**src/rtl/pll_lock_ce_gen.sv**
```systemverilog
// Lock supervisor and clock-enable generator for the PLL output domain.
// Qualifies the synchronised PLL lock, sequences the downstream reset and emits phase-aligned CE strobes.
module pll_lock_ce_gen #(
  parameter int                      N_CH     = 2,
  parameter int                      DIV_W    = 8,
  parameter logic [N_CH*DIV_W-1:0]   DIV_LIST = {8'd4, 8'd2},
  parameter int                      LOCK_CNT = 1024,
  parameter int                      RST_HOLD = 16,
  parameter int                      LOSS_W   = 8
) (
  input  logic              inclock,
  input  logic              reset,
  input  logic              locked_raw,
  input  logic              clear_lost,
  output logic              locked,
  output logic              rst_out,
  output logic [N_CH-1:0]   ce,
  output logic              lock_lost,
  output logic [LOSS_W-1:0] loss_count,
  output logic [1:0]        state_dbg
);

  localparam int CNT_MAX = (LOCK_CNT > RST_HOLD) ? LOCK_CNT : RST_HOLD;
  localparam int QW      = (CNT_MAX > 1) ? $clog2(CNT_MAX) : 1;
  localparam logic [QW-1:0] LOCK_LAST = QW'(LOCK_CNT - 1);
  localparam logic [QW-1:0] HOLD_LAST = QW'(RST_HOLD - 1);

  typedef enum logic [1:0] {
    ST_UNLOCKED = 2'b00,
    ST_QUALIFY  = 2'b01,
    ST_HOLD     = 2'b10,
    ST_RUN      = 2'b11
  } state_t;

  state_t                        state_q, state_d;
  logic [QW-1:0]                 qcnt_q, qcnt_d;
  logic                          sync1_q, sync2_q;
  logic                          loss_s;
  logic                          locked_q, locked_d;
  logic                          rst_out_q, rst_out_d;
  logic [N_CH-1:0]               ce_q, ce_d;
  logic [N_CH-1:0][DIV_W-1:0]    div_cnt_q, div_cnt_d;
  logic                          lock_lost_q, lock_lost_d;
  logic [LOSS_W-1:0]             loss_count_q, loss_count_d;

  function automatic logic [LOSS_W-1:0] sat_inc(input logic [LOSS_W-1:0] v);
    if (v == {LOSS_W{1'b1}}) begin
      return v;
    end else begin
      return v + LOSS_W'(1'b1);
    end
  endfunction

  // Terminal count for a channel; a programmed ratio of 0 behaves as 1.
  function automatic logic [DIV_W-1:0] div_last(input int ch);
    logic [DIV_W-1:0] d;
    d = DIV_LIST[ch*DIV_W +: DIV_W];
    if (d == '0) begin
      return '0;
    end else begin
      return d - DIV_W'(1'b1);
    end
  endfunction

  // Lock FSM next state, shared qualify/hold counter and loss detection
  always_comb begin
    state_d = state_q;
    qcnt_d  = qcnt_q;
    loss_s  = 1'b0;
    case (state_q)
      ST_UNLOCKED: begin
        qcnt_d = '0;
        if (sync2_q) begin
          state_d = ST_QUALIFY;
        end else begin
          state_d = ST_UNLOCKED;
        end
      end
      ST_QUALIFY: begin
        if (!sync2_q) begin
          state_d = ST_UNLOCKED;
          qcnt_d  = '0;
        end else if (qcnt_q == LOCK_LAST) begin
          state_d = ST_HOLD;
          qcnt_d  = '0;
        end else begin
          qcnt_d = qcnt_q + QW'(1'b1);
        end
      end
      ST_HOLD: begin
        if (!sync2_q) begin
          state_d = ST_UNLOCKED;
          qcnt_d  = '0;
          loss_s  = 1'b1;
        end else if (qcnt_q == HOLD_LAST) begin
          state_d = ST_RUN;
          qcnt_d  = '0;
        end else begin
          qcnt_d = qcnt_q + QW'(1'b1);
        end
      end
      ST_RUN: begin
        qcnt_d = '0;
        if (!sync2_q) begin
          state_d = ST_UNLOCKED;
          loss_s  = 1'b1;
        end else begin
          state_d = ST_RUN;
        end
      end
      default: begin
        state_d = ST_UNLOCKED;
        qcnt_d  = '0;
      end
    endcase
  end

  // Output decode from next state plus per-channel divider phase
  always_comb begin
    locked_d  = (state_d == ST_HOLD) || (state_d == ST_RUN);
    rst_out_d = (state_d != ST_RUN);
    ce_d      = '0;
    div_cnt_d = '0;
    for (int i = 0; i < N_CH; i++) begin
      if ((state_d == ST_RUN) && (state_q != ST_RUN)) begin
        div_cnt_d[i] = '0;
        ce_d[i]      = 1'b1;
      end else if (state_d == ST_RUN) begin
        if (div_cnt_q[i] >= div_last(i)) begin
          div_cnt_d[i] = '0;
        end else begin
          div_cnt_d[i] = div_cnt_q[i] + DIV_W'(1'b1);
        end
        ce_d[i] = (div_cnt_d[i] == '0);
      end else begin
        div_cnt_d[i] = '0;
        ce_d[i]      = 1'b0;
      end
    end
  end

  // Sticky loss flag and saturating counter; a loss on the clear cycle still counts once
  always_comb begin
    lock_lost_d  = lock_lost_q;
    loss_count_d = loss_count_q;
    if (clear_lost) begin
      lock_lost_d  = 1'b0;
      loss_count_d = '0;
    end else begin
      lock_lost_d  = lock_lost_q;
    end
    if (loss_s) begin
      lock_lost_d  = 1'b1;
      loss_count_d = sat_inc(loss_count_d);
    end else begin
      loss_count_d = loss_count_d;
    end
  end

  // State, synchroniser and registered outputs
  always_ff @(posedge inclock) begin
    if (reset) begin
      sync1_q      <= 1'b0;
      sync2_q      <= 1'b0;
      state_q      <= ST_UNLOCKED;
      qcnt_q       <= '0;
      locked_q     <= 1'b0;
      rst_out_q    <= 1'b1;
      ce_q         <= '0;
      div_cnt_q    <= '0;
      lock_lost_q  <= 1'b0;
      loss_count_q <= '0;
    end else begin
      sync1_q      <= locked_raw;
      sync2_q      <= sync1_q;
      state_q      <= state_d;
      qcnt_q       <= qcnt_d;
      locked_q     <= locked_d;
      rst_out_q    <= rst_out_d;
      ce_q         <= ce_d;
      div_cnt_q    <= div_cnt_d;
      lock_lost_q  <= lock_lost_d;
      loss_count_q <= loss_count_d;
    end
  end

  assign locked     = locked_q;
  assign rst_out    = rst_out_q;
  assign ce         = ce_q;
  assign lock_lost  = lock_lost_q;
  assign loss_count = loss_count_q;
  assign state_dbg  = state_q;

endmodule

```
**config.mk**
```make
export PLATFORM = sky130hd
export DESIGN_NAME = pll_lock_ce_gen
export DESIGN_NICKNAME = d
export VERILOG_FILES = /design/src/rtl/pll_lock_ce_gen.sv
export SDC_FILE = /design/constraint.sdc
export NUM_CORES = 1
export LEC_CHECK = 0
export ABC_AREA = 1
export CAP_MARGIN = 25
export CORE_MARGIN = 5
export CORE_UTILIZATION = 53
export DETAILED_ROUTE_END_ITERATION = 16
export PLACE_DENSITY_LB_ADDON = 0.08
export SETUP_SLACK_MARGIN = 0.02
export SLEW_MARGIN = 30
export SYNTH_ARGS = -nofsm -noshare
export SYNTH_HDL_FRONTEND = slang
export SYNTH_SLANG_ARGS = --single-unit
```
**constraint.sdc**
```tcl
create_clock -name inclock -period 4.7 [get_ports inclock]
set_clock_uncertainty 0.15 [all_clocks]
set_input_delay 0.94 -clock inclock [delete_from_list [all_inputs] [get_ports inclock]]
set_output_delay 0.94 -clock inclock [all_outputs]
set_load 0.03 [all_outputs]
```
==> impl_metrics.env, run 1 <==
export IMPL_cts_hold_buffers=0
export IMPL_clk_pin_slew_ps=130
export IMPL_hp_class="reg -> reg"
export IMPL_fp_row_count=21
export IMPL_postLayoutCellArea_um2=2118
export IMPL_ys_warn_count=0
export IMPL_gr_total_overflow=0
export IMPL_pwr_density_cell_nw_per_um2=261.2
export IMPL_synth_cell_type_count=31
export IMPL_finalSetupViolations=0
export IMPL_rsz0062_at_grt="no"
export IMPL_nNetsFinal=275
export IMPL_gr_usage_met1_pct=18.44
export IMPL_place_hpwl_um=2383
export IMPL_synth_seq_area_share_pct=45.62
export IMPL_die_h_um=68.97
export IMPL_cts_tree="built"
export IMPL_n_fill_cell=324
export IMPL_grt_antenna_before_repair=0
export IMPL_whs_path_depth=2
export IMPL_cp_required_ps=4820
export IMPL_leakage_nw=0.8126
export IMPL_hold_violations=0
export IMPL_vdd_drop_max_mv=0.2325
export IMPL_synth_area_per_cell_um2=7.843
export IMPL_coreArea_um2=3363
export IMPL_port_buffer_count=18
export IMPL_setup_tns_ps=0
export IMPL_reg2regPathDepth=10
export IMPL_syn_inst=235
export IMPL_grt_use_met2_pct=25.48
export IMPL_maxCapViolCount=0
export IMPL_register_area_um2=840.8
export IMPL_placed_cell_area_um2=2063
export IMPL_place_gp_congestion=0.8716
export IMPL_cts_made_buffers=5
export IMPL_htree_levels=2
export IMPL_track_usage_pct=15.45
export IMPL_drt_iter0_drc=89
export IMPL_antenna_left=0
export IMPL_use_met3_pct=4.376
export IMPL_cts_max_path_buffers=2
export IMPL_grt_pass1_wl_um=5464
export IMPL_crit_fanout=11
export IMPL_cp_end_kind="flip-flop"
export IMPL_grt_pass1_vias=1286
export IMPL_finalCriticalPeriod_ps=2659
export IMPL_top_usage_layer="met2"
export IMPL_cts_setup_buffers=0
export IMPL_status="finished, final reports clean"
export IMPL_critPathArrivalTime_ps=2780
export IMPL_ys_ff_latch=42
export IMPL_drive_gt1_share_pct=10.90
export IMPL_multi_input_area_um2=868.3
export IMPL_grt_max_degree=17
export IMPL_start_util_pct=54.80
export IMPL_first_pass_iters=4
export IMPL_num_antenna_cells=0
export IMPL_wl_um=3127
export IMPL_max_freq_mhz=376.1
export IMPL_wl_per_cell_um=10.02
export IMPL_insertion_delay_ps=360
export IMPL_syn_area_um2=1843
export IMPL_critPathLaunchType="primary input"
export IMPL_cts_root_buf="clkbuf_4"
export IMPL_dieWidth_um=68.97
export IMPL_async_flop_share_pct=0
export IMPL_via_per_inst=4.679
export IMPL_slew_violations=0
export IMPL_synth_edf_count=0
export IMPL_drc=0
export IMPL_min_period_over_period_pct=56.57
export IMPL_reg2reg_setup_slack_ps=2910
export IMPL_yosys_most_used_dff="dfxtp_1"
export IMPL_cts_sinks=42
export IMPL_vias=1460
export IMPL_die_area_um2=4757
export IMPL_io_pins=19
export IMPL_critPathKind="in -> reg"
export IMPL_cts_resized=0
export IMPL_syn_to_final_growth_pct=14.94
[synth_stat cells, types with 2 or more instances]
cell type	number	share of area, %
dfxtp_1	42	46
nor2_1	41	8.4
nand2_1	38	7.7
inv_1	28	5.7
nand3_1	16	4.3
a21oi_1	10	2.7
nor2_2	8	2.7
ha_1	6	4.1
nand4_1	6	2.0
nand2_2	5	1.7
nor2_4	4	2.4
buf_6	3	1.8
xnor2_1	3	1.4
xor2_1	3	1.4
clkinv_1	2	0.41
nand3b_1	2	0.81
nor3_1	2	0.54
o21ai_0	2	0.54
o21ai_1	2	0.54
[where the power goes]
part / leakage [nW] / switching (W) / internal [W]
Clock: 0.0322 / 0.000115 / 0.0000588
Combinational: 0.437 / 0.00000964 / 0.00000572
Sequential: 0.343 / 0.00000239 / 0.000362
[layout make-up]
class                           count  share of cell area (%)
Sequential cell                    42                   39.69
Inverter                           31                   5.493
Clock inverter                      2                  0.6497
Multi-Input combinational cell    167                   40.99
Tap cell                           46                   2.717
Timing Repair Buffer               18                   8.506
Clock buffer                        6                   1.949
[critical path, cell delays in order]
cell and delay [ps]:
clkdlybuf4s50_1 630, nor2_2 290, ha_1 220, nand3_1 120, nor2_4 160, nand2_2 160
nand3_1 110, nand2_1 50, inv_1 60, nor2_2 40
[routing by layer]
metal	routed length, um	part of all wire (%)	vias up
met5	0	0	-
met4	50	1.6	0
met3	134	4.3	8
met2	1492	48	24
met1	1449	46	643
li1	-	-	785
[layout by cell type, fill, tap and decap left out]
cell,count
or2_2,1
nand3_1,16
xor2_1,3
ha_1,6
conb_1,11
a21oi_1,10
inv_2,1
nand3_2,1
nor2_1,41
o21ai_1,2
clkinv_4,1
xnor2_1,3
nand2_1,38
o21ai_0,2
clkinv_1,2
dfxtp_1,42
nor4_1,1
nor2_4,4
a21oi_2,1
nand2_2,5
nand2_4,1
clkbuf_1,1
nor2_2,8
nand4_1,6
o31ai_1,1
clkdlybuf4s50_1,18
nand3b_1,2
clkinv_2,1
o21bai_1,1
or2_1,1
clkbuf_4,5
nor3_1,2
inv_1,28
[cells by family after synthesis]
kind of cell,synth area share [%]
other cells,0.2035
xor+xnor,2.852
buf+inv,9.301
fa+ha+maj,4.073
simple gates,32.86
flops,45.62
compound gates,5.092
[flip-flops by register name (all words and copies together) (netlist names)]
signal,flops
qcnt_q,10
state_dbg,2
lock_lost,1
sync2_q,1
sync1_q,1
ce,2
loss_count,8
rst_out,1
div_cnt_q,16
[path summary, 6_finish.rpt]
| check | from | endpoint |
|---|---|---|
| setup / recovery | clear_lost | loss_count[3]$_SDFF_PP0_ |
| hold / removal | sync1_q$_SDFF_PP0_ | sync2_q$_SDFF_PP0_ |
| setup reg to reg | loss_count[0]$_SDFF_PP0_ | loss_count[3]$_SDFF_PP0_ |
| hold reg to reg | sync1_q$_SDFF_PP0_ | sync2_q$_SDFF_PP0_ |
[per-stage QoR]
step	total power [W]	instances	util [%]	hold slack, ps	worst slack [ps]
finish	0.0005534	312	62.98	265.1	2041
detailed placement	0.0003880	304	61.35	251.4	1653
CTS	0.0005596	312	62.98	269.2	2047
global route	0.0005774	312	62.98	303.6	1844
global placement	0.0003875	304	61.35	247.4	1721
floorplan	0.0003837	245	-	238.3	2383
Power figures use the tool's default switching activity.
==> inputs of run 2 (changes only) <==
Clock period 4.7 ns to 2.56 ns, I/O delays scaled along.
==> run 2 against run 1 <==
  * Via count increased by 0.55%
  * Clock power increased by 69%
  * Register-to-register slack got worse by 2100 ps
  * Largest power group unchanged
  * Flip-flop and latch count unchanged
  * Combinational power increased by 99%
  * Sequential share of layout area decreased by 0.30 points
  * Power increased by 80%
  * First-iteration DRC count decreased by 13%
  * Design area increased by 0.77%
  * Critical path type is now reg -> out
==> impl_metrics.env, run 2 (synthesized netlist as in run 1, its figures left out) <==
export IMPL_wl_um=3172
export IMPL_min_period_over_period_pct=85.28
export IMPL_cts_sinks=42
export IMPL_cts_resized=0
export IMPL_critPathArrivalTime_ps=1520
export IMPL_status="finished, final reports clean"
export IMPL_pwr_density_cell_nw_per_um2=465.4
export IMPL_place_gp_congestion=0.8272
export IMPL_p_sw_w=0.0002141
export IMPL_cp_num_cells=1
export IMPL_grt_pass1_wl_um=5692
export IMPL_cp_slowest_cell="clkdlybuf4s50_1"
export IMPL_num_antenna_cells=0
export IMPL_cp_top_family="buffers and inverters"
export IMPL_htree_levels=2
export IMPL_top_register="div_cnt_q"
export IMPL_coreArea_um2=3363
export IMPL_io_pins=19
export IMPL_maxCapViolCount=0
export IMPL_wl_per_cell_um=10.10
export IMPL_port_buffer_count=18
export IMPL_antenna_left=0
export IMPL_finalSetupViolations=0
export IMPL_hold_violations=0
export IMPL_reg2regPathDepth=8
export IMPL_gr_total_overflow=0
export IMPL_leakage_nw=0.8185
export IMPL_grt_pass1_vias=1368
export IMPL_dieWidth_um=68.97
export IMPL_fin_util_pct=63.47
export IMPL_path_cells="clkdlybuf4s50_1"
export IMPL_nNetsFinal=278
export IMPL_cts_root_buf="clkbuf_4"
export IMPL_drt_iter0_drc=77
export IMPL_clkPwrFrac_pct=29.6
export IMPL_setup_tns_ps=0
export IMPL_hold_ws_ps=261.6
export IMPL_die_area_um2=4757
export IMPL_n_fill_cell=331
export IMPL_drc=0
export IMPL_cp_num_buf_inv=1
export IMPL_track_usage_pct=16.24
export IMPL_grt_antenna_before_repair=0
export IMPL_cp_required_ps=1900
export IMPL_cp_end_kind="output pin"
export IMPL_seq_power_share_pct=67.3
export IMPL_crit_path_start="state_dbg[1]$_SDFF_PP0_"
export IMPL_pre_cts_ws_ps=154.7
export IMPL_fp_row_count=21
export IMPL_critPathLaunchType="flip-flop"
export IMPL_die_h_um=68.97
export IMPL_finalCriticalPeriod_ps=2183
export IMPL_final_common_cell="dfxtp_1"
export IMPL_r2r_start="loss_count[0]$_SDFF_PP0_"
export IMPL_intPower_w=0.0007794
export IMPL_via_per_inst=4.675
export IMPL_cp_slowest_stage_delay_ps=720
export IMPL_max_freq_mhz=458.1
export IMPL_start_util_pct=54.80
export IMPL_place_hpwl_um=2461
export IMPL_layout_common_cells="42 x dfxtp_1, 41 x nor2_1, 38 x nand2_1, 28 x inv_1, 18 x clkdlybuf4s50_1"
export IMPL_setup_slack_ps=376.9
export IMPL_syn_to_final_growth_pct=15.82
export IMPL_cts_made_buffers=5
export IMPL_clk_pin_slew_ps=120
export IMPL_hp_class="reg -> reg"
export IMPL_switching_share_pct=21.55
export IMPL_largest_reg_flops=16
export IMPL_crit_fanout=7
export IMPL_cts_setup_buffers=0
export IMPL_cts_hold_buffers=0
export IMPL_reg2reg_setup_slack_ps=830
export IMPL_rsz0062_at_grt="no"
export IMPL_r2r_end="loss_count[0]$_SDFF_PP0_"
export IMPL_cts_tree="built"
export IMPL_vias=1468
export IMPL_drive_gt1_share_pct=11.57
export IMPL_grt_max_degree=17
export IMPL_first_pass_iters=4
export IMPL_cts_max_path_buffers=2
export IMPL_combPwrFrac_pct=3.1
export IMPL_endpoint="state_dbg[1]"
export IMPL_insertion_delay_ps=340
export IMPL_slew_violations=0
export IMPL_vdd_drop_max_mv=0.3722
export IMPL_critPathKind="reg -> out"
## run 2: layout make-up
| cell class | count | area [um2] | share of cell area [%] |
|---|---|---|---|
| tap | 46 | 57.56 | 2.696 |
| sequential | 42 | 840.8 | 39.39 |
| clock inverter | 1 | 7.507 | 0.3517 |
| inverter | 31 | 116.4 | 5.451 |
| timing repair buffer | 21 | 202.7 | 9.496 |
| multi-input combinational | 167 | 868.3 | 40.68 |
| clock buffer | 6 | 41.29 | 1.934 |
## run 2: worst min path at each step
stage	from	end	slack, ps	cells after the start
finish	sync1_q$_SDFF_PP0_	sync2_q$_SDFF_PP0_	260	2
global route	sync1_q$_SDFF_PP0_	sync2_q$_SDFF_PP0_	290	2
CTS	sync1_q$_SDFF_PP0_	sync2_q$_SDFF_PP0_	260	2
detailed placement	sync1_q$_SDFF_PP0_	sync2_q$_SDFF_PP0_	250	2
global placement	sync1_q$_SDFF_PP0_	sync2_q$_SDFF_PP0_	250	2
floorplan	sync1_q$_SDFF_PP0_	sync2_q$_SDFF_PP0_	240	2
## run 2: tightest hold or removal path: cells and delay by family (launching register included)
family	cells	cell delay (ps)
buffers and inverters	1	40
AND/OR/NAND/NOR	1	30
flip-flops	1	320
## run 2: metrics by stage
stage               cells  area (um2)  power (W)
floorplan             245        1881  0.0007044
global placement      307        2086  0.0007138
detailed placement    307        2086  0.0007141
CTS                   314        2135   0.001010
global route          314        2135   0.001057
finish                314        2135  0.0009935
## run 2: layer usage
layer	vias to the layer above	wire length (um)	track usage (%)
met5	-	0	0
met4	0	79	8.029
met3	8	147	5.348
met2	21	1571	27.38
met1	647	1373	18.26
li1	792	-	-
## run 2: power groups by stage
stage               clock (W)  sequential [W]  combinational [W]
detailed placement          0        0.000684          0.0000303
finish               0.000294        0.000669          0.0000306
global route         0.000350        0.000671          0.0000353
global placement            0        0.000684          0.0000302
floorplan                   0        0.000684          0.0000207
CTS                  0.000310        0.000669          0.0000304
